**src/rtl/bus_gate_arbiter_pkg.sv**
```systemverilog
// Shared types and constants for the CPU bus gate arbiter.
// Latency: n/a (declarations only).
// Backpressure: n/a.
// Contents: bus source enum, arbiter FSM state enum, source count and idle gate value.
package bus_arb_pkg;

   localparam int N_SRC = 4;

   // Bit index of each bus source within req/grant.
   typedef enum logic [1:0] {
      SRC_PC     = 2'd0,
      SRC_MDR    = 2'd1,
      SRC_ALU    = 2'd2,
      SRC_MARMUX = 2'd3
   } bus_src_e;

   typedef enum logic [1:0] {
      IDLE  = 2'd0,
      GRANT = 2'd1,
      GAP   = 2'd2
   } arb_state_e;

   // All-zero gate select: no source drives the bus, mux outputs 16'h0.
   localparam logic [N_SRC-1:0] GATE_NONE = '0;

endpackage

```
**src/rtl/bus_gate_arbiter_if.sv**
```systemverilog
// Request/grant bundle between the bus sources and the gate arbiter.
// Latency: n/a (wiring only).
// Backpressure: none; req is a level held for the whole tenure.
// Signals: req (sources -> arbiter), grant / bus_busy / owner_id / timeout (arbiter -> sources, mux).
// Modports: master = arbiter side, slave = source / bus-mux side.
interface bus_gate_arbiter_if #(
   parameter int N_REQ = 4
);
   localparam int IW = (N_REQ > 1) ? $clog2(N_REQ) : 1;

   logic [N_REQ-1:0] req;
   logic [N_REQ-1:0] grant;
   logic             bus_busy;
   logic [IW-1:0]    owner_id;
   logic             timeout;

   modport master (
      input  req,
      output grant,
      output bus_busy,
      output owner_id,
      output timeout
   );

   modport slave (
      output req,
      input  grant,
      input  bus_busy,
      input  owner_id,
      input  timeout
   );

endinterface

```
**src/rtl/bus_gate_arbiter_picker.sv**
```systemverilog
// Rotating priority picker: first set request at or after ptr, wrapping.
// Latency: combinational.
// Backpressure: none.
// Ports: req (candidates), ptr (start index; tie to 0 for fixed lowest-index priority),
//        onehot / index (winner), valid (any candidate present).
module rr_priority_picker #(
   parameter int N  = 4,
   parameter int IW = (N > 1) ? $clog2(N) : 1
) (
   input  logic [N-1:0]  req,
   input  logic [IW-1:0] ptr,
   output logic [N-1:0]  onehot,
   output logic [IW-1:0] index,
   output logic          valid
);

   logic [IW-1:0] j;

   always_comb begin
      onehot = '0;
      index  = '0;
      valid  = 1'b0;
      j      = '0;
      for (int k = 0; k < N; k++) begin
         // Reduce modulo N before truncating so non-power-of-two N wraps correctly.
         j = IW'((int'(ptr) + k) % N);
         if (!valid && req[j]) begin
            valid     = 1'b1;
            index     = j;
            onehot[j] = 1'b1;
         end
      end
   end

endmodule

```
**src/rtl/bus_gate_arbiter.sv**
```systemverilog
// Grants ownership of the shared 16-bit CPU bus (PC, MDR, ALU, MARMUX) as a one-hot gate select.
// Latency: req -> grant 1 cycle from idle; release -> next grant 2 edges (one dead turnaround cycle).
// Backpressure: none; an owner keeps the bus while req stays high, up to MAX_HOLD cycles (watchdog).
// Ports: Clk, Reset (sync, active-high); bus.master: req in, grant / bus_busy / owner_id / timeout out.
// Config macro BUS_ARB_ROUND_ROBIN_EN: defined = round-robin winner selection, undefined = fixed priority
// (lowest index wins). Parameter MAX_HOLD = 0 disables the watchdog.
module bus_gate_arbiter
   import bus_arb_pkg::*;
#(
   parameter int N_REQ    = N_SRC,
   parameter int MAX_HOLD = 15
) (
   input  logic              Clk,
   input  logic              Reset,
   bus_gate_arbiter_if.master bus
);

   localparam int IW = (N_REQ > 1) ? $clog2(N_REQ) : 1;
   localparam int HW = (MAX_HOLD > 0) ? $clog2(MAX_HOLD + 1) : 1;

   arb_state_e       state, state_n;
   logic [N_REQ-1:0] grant_q, grant_n;
   logic             busy_q;
   logic [IW-1:0]    owner_q, owner_n;
   logic             timeout_q, timeout_n;
   logic [HW-1:0]    hold_cnt, hold_n;
   logic [N_REQ-1:0] tmask, tmask_n;
   logic [IW-1:0]    rr_ptr, rr_n;

   logic [N_REQ-1:0] elig;
   logic [N_REQ-1:0] pick_oh;
   logic [IW-1:0]    pick_idx;
   logic             pick_vld;

   // A source that was just forcibly released steps aside for one arbitration,
   // unless it is the only one asking.
   always_comb begin
      elig = bus.req & ~tmask;
      if (elig == '0) elig = bus.req;
   end

   rr_priority_picker #(.N(N_REQ), .IW(IW)) u_picker (
      .req    (elig),
      .ptr    (rr_ptr),
      .onehot (pick_oh),
      .index  (pick_idx),
      .valid  (pick_vld)
   );

   always_comb begin
      state_n   = state;
      grant_n   = grant_q;
      owner_n   = owner_q;
      timeout_n = 1'b0;
      hold_n    = hold_cnt;
      tmask_n   = tmask;
      rr_n      = rr_ptr;

      case (state)
         IDLE, GAP: begin
            if (pick_vld) begin
               state_n = GRANT;
               grant_n = pick_oh;
               owner_n = pick_idx;
               hold_n  = HW'(1);
               tmask_n = '0;
`ifdef BUS_ARB_ROUND_ROBIN_EN
               rr_n    = IW'((int'(pick_idx) + 1) % N_REQ);
`else
               rr_n    = '0;
`endif
            end else begin
               state_n = IDLE;
               grant_n = GATE_NONE;
            end
         end
         GRANT: begin
            if (!bus.req[owner_q]) begin
               state_n = GAP;
               grant_n = GATE_NONE;
            end else if ((MAX_HOLD != 0) && (hold_cnt == HW'(MAX_HOLD))) begin
               state_n   = GAP;
               grant_n   = GATE_NONE;
               timeout_n = 1'b1;
               // grant is one-hot of the owner here, so it doubles as the mask.
               tmask_n   = grant_q;
            end else begin
               // Saturate rather than wrap when the watchdog is disabled.
               hold_n = (hold_cnt == '1) ? hold_cnt : hold_cnt + HW'(1);
            end
         end
         default: begin
            state_n = IDLE;
            grant_n = GATE_NONE;
         end
      endcase
   end

   always_ff @(posedge Clk) begin
      if (Reset) begin
         state     <= IDLE;
         grant_q   <= GATE_NONE;
         busy_q    <= 1'b0;
         owner_q   <= '0;
         timeout_q <= 1'b0;
         hold_cnt  <= '0;
         tmask     <= '0;
         rr_ptr    <= '0;
      end else begin
         state     <= state_n;
         grant_q   <= grant_n;
         busy_q    <= |grant_n;
         owner_q   <= owner_n;
         timeout_q <= timeout_n;
         hold_cnt  <= hold_n;
         tmask     <= tmask_n;
         rr_ptr    <= rr_n;
      end
   end

   assign bus.grant    = grant_q;
   assign bus.bus_busy = busy_q;
   assign bus.owner_id = owner_q;
   assign bus.timeout  = timeout_q;

endmodule

```
**src/flat_wrapper.sv**
```systemverilog
// flat-port wrapper written by rule: the top's interface ports become plain ports
module bus_gate_arbiter_flat import bus_arb_pkg::*;
#(
   parameter int N_REQ    = N_SRC,
   parameter int MAX_HOLD = 15
)
  (Clk, Reset, bus_req, bus_grant, bus_bus_busy, bus_owner_id, bus_timeout);
  bus_gate_arbiter_if #(.N_REQ(N_REQ)) bus_i ();
  input  logic Clk;
  input  logic Reset;
  input wire logic [$bits(bus_i.req)-1:0] bus_req;
  output wire logic [$bits(bus_i.grant)-1:0] bus_grant;
  output wire logic [$bits(bus_i.bus_busy)-1:0] bus_bus_busy;
  output wire logic [$bits(bus_i.owner_id)-1:0] bus_owner_id;
  output wire logic [$bits(bus_i.timeout)-1:0] bus_timeout;
  assign bus_i.req = bus_req;
  assign bus_grant = bus_i.grant;
  assign bus_bus_busy = bus_i.bus_busy;
  assign bus_owner_id = bus_i.owner_id;
  assign bus_timeout = bus_i.timeout;
  bus_gate_arbiter #(.N_REQ(N_REQ), .MAX_HOLD(MAX_HOLD)) u_core (.Clk(Clk), .Reset(Reset), .bus(bus_i));
endmodule
```
**config.mk**
```make
export PLATFORM = sky130hd
export DESIGN_NAME = bus_gate_arbiter_flat
export DESIGN_NICKNAME = d
export VERILOG_FILES = /design/src/rtl/bus_gate_arbiter_pkg.sv /design/src/rtl/bus_gate_arbiter_if.sv /design/src/rtl/bus_gate_arbiter_picker.sv /design/src/rtl/bus_gate_arbiter.sv /design/src/flat_wrapper.sv
export SDC_FILE = /design/constraint.sdc
export NUM_CORES = 1
export LEC_CHECK = 0
export BUFFER_PORTS_ARGS = -buffer_cell sky130_fd_sc_hd__buf_2
export CAP_MARGIN = 10
export CORE_MARGIN = 2
export CORE_UTILIZATION = 55
export CTS_CLUSTER_SIZE = 20
export DETAILED_ROUTE_END_ITERATION = 10
export GPL_TIMING_DRIVEN = 0
export MAX_ROUTING_LAYER = met4
export PLACE_DENSITY = 0.78
export REMOVE_ABC_BUFFERS = 1
export SYNTH_ARGS = -nofsm -noshare
export SYNTH_HDL_FRONTEND = slang
export SYNTH_SLANG_ARGS = --single-unit
```
**constraint.sdc**
```tcl
create_clock -name Clk -period 3.2 [get_ports Clk]
set_input_delay 0.64 -clock Clk [delete_from_list [all_inputs] [get_ports Clk]]
set_output_delay 0.64 -clock Clk [all_outputs]
set_load 0.05 [all_outputs]
```
==> metrics.txt <==
Max Transition Viols Final 0; DR vias 799; Rows 14; hold_buf cts 0; I/O pin count 14; ANT nets after route 0; global-route wire length before repair 3140 um; Critical R2R Launch u_core.state[0]$_SDFFE_PP0P_; layout cell share with drive strength beyond 1 0.189; Crit Path Max Fanout 10; Clock Tree Buf Depth 2; Tmin final 1830 ps; DRT Wirelength 1840 um; final setup violation count 0; Worst EP arrival 2000 ps; Die ar. approximately 1900 sq um; Post-Synthesis Cells 99; fin crit share 0.573; Setup TNS 0 ps; post-synthesis register bit count 18; initial antenna violation count 0; die height ~44 um; Tightest Pin Transition 631 ps; Crit. End Element register; Post-Syn Area roughly 880 sq um; clk root buf clkbuf_4; Mean Syn Cell Area 8.87 sq um; input/output buffers 13; drt wl/cell 14.5 um; leakage 0.411 nW; Overall Global Routing Usage 0.226; required time worst endpoint ~3400 ps; Seq/Total Area, Yosys 0.410; Final Skew 5.80 ps; Critical Path Source u_core.state[0]$_SDFFE_PP0P_; final std cells w/o fill 127; Initial Utilization 0.583; min-delay src u_core.bus.grant[3]$_SDFF_PP0_; core area 1510 sq um; Layout Nets 120; status complete, no violations; Worst VDD drop 0.000376 V; Fmax achieved 545 MHz; synth unique cells 34; vias in the first global route approximately 710; grt ovf 0; DP Wirelength 1320 um; Clock Pin Slew Worst Setup and Hold Paths 100 ps; Max Cap Viol 0; # DRC 0; clk sinks 18; Power Density between 400 and 500 nW/um^2; YS warnings 0; Clock Latency Late Sink between 200 and 300 ps; RePlAce Congestion 0.821; initial DRC count 22; total CTS buffers 3; largest net degree at the start of global routing 19; Die X 44.0 um; HP Class register to register; RSZ-0062 raised after global routing no; Setup Fix Bufs, Post-CTS 0; drt first pass iters 4; Cells after DPL 124; CTS resizes 0; Syn-to-layout area delta 9.26%; diode count 0; Fin. Hold Viols 0; Worst Setup Start Kind register; H-Tree Level Count 1; CP Class register to register; Worst slew margin 0.577; CTS tree yes; Vias/cell 6.29
layout by cell type, fill, tap and decap left out, types with 3 or more instances in the layout:
| master | n |
|---|---|
| mux2i_1 | 6 |
| a21oi_1 | 7 |
| buf_2 | 13 |
| dfxtp_1 | 18 |
| a22oi_1 | 3 |
| o21ai_0 | 6 |
| nor2_1 | 14 |
| clkbuf_4 | 3 |
| nor2b_1 | 8 |
| nand2_1 | 3 |
kinds of logic after synthesis:
family,after synthesis,synth area share
simple gates,42,0.264
compound gates,26,0.205
flops,18,0.410
buf+inv,6,0.0385
mux,6,0.0684
fa+ha+maj,1,0.0142
layout make-up:
type                       count  area [sq um]
clock buffer                   3          22.5
timing repair buffer          13          65.1
sequential                    18           360
tap                           16          20.0
multi-input combinational     75           484
fill                         138           547
inverter                       2          7.51
Yosys cell counts:
cell type	instances	area, sq um
o221a_2	1	11.3
dfxtp_1	18	360
or2b_1	1	7.51
nand4_1	2	12.5
and2_1	1	6.26
a22oi_1	3	22.5
or4_1	1	7.51
nor3_1	1	5.00
o31ai_1	2	15.0
nor2_1	14	52.6
nor4_1	1	6.26
nand3_1	1	5.00
o21ai_0	6	30.0
a31oi_1	1	6.26
or2_2	1	6.26
a21oi_1	7	35.0
nor3_2	1	10.0
nor2b_1	8	50.1
nand2b_1	1	6.26
buf_4	1	7.51
buf_6	1	11.3
nand2_1	3	11.3
or3b_1	2	17.5
a2bb2oi_1	1	8.76
inv_1	2	7.51
and3_1	2	12.5
clkbuf_1	2	7.51
mux2i_1	6	60.1
a2111oi_0	1	8.76
a211oi_2	1	12.5
ha_1	1	12.5
o32ai_1	2	17.5
o22ai_2	1	12.5
nand3b_1	2	15.0
final timing paths:
path         slack, ps                         endpoint  depth (start not counted)
min                500   u_core.bus.grant[3]$_SDFF_PP0_                          2
min reg2reg        500   u_core.bus.grant[3]$_SDFF_PP0_                          2
max               1370  u_core.hold_cnt[1]$_SDFFE_PP0P_                          5
max reg2reg       1370  u_core.hold_cnt[1]$_SDFFE_PP0P_                          5
per-stage QoR:
step	util	total power [mW]	worst slack (ps)	instance area, sq um	hold WS (ps)
final	0.637	0.440	1370	960	496
after global routing	0.637	0.461	1240	960	537
after floorplan	-	0.309	1340	852	452
after CTS	0.637	0.443	1370	960	499
after detailed placement	0.622	0.334	1180	937	486
after global placement	0.622	0.332	1240	937	472
per-layer routing:
metal	vias to the layer above	routed length, um	global-route usage
li1	386	-	-
met1	389	859	0.300
met2	22	881	0.350
met3	2	86	0.0500
met4	0	11	0.0545
met5	-	0	-
state kept, by name, indices dropped and copies added, names as in the netlist:
signal	cells
u_core.tmask	4
u_core.hold_cnt	4
u_core.bus.owner_id	2
u_core.state	2
u_core.bus.bus_busy	1
u_core.bus.timeout	1
u_core.bus.grant	4
worst max-delay path, cell delays in order (launching register included):
cell and delay (ps):
dfxtp_1 480, or3b_1 390, o22ai_2 190, and2_1 420
or3b_1 180, a21oi_1 60
report_power, final:
group          switching (mW)  internal (mW)
Sequential             0.0116          0.234
Combinational          0.0571         0.0271
Clock                  0.0660         0.0437
Total                   0.135          0.305
No activity file was read; power rests on OpenSTA's default activity.
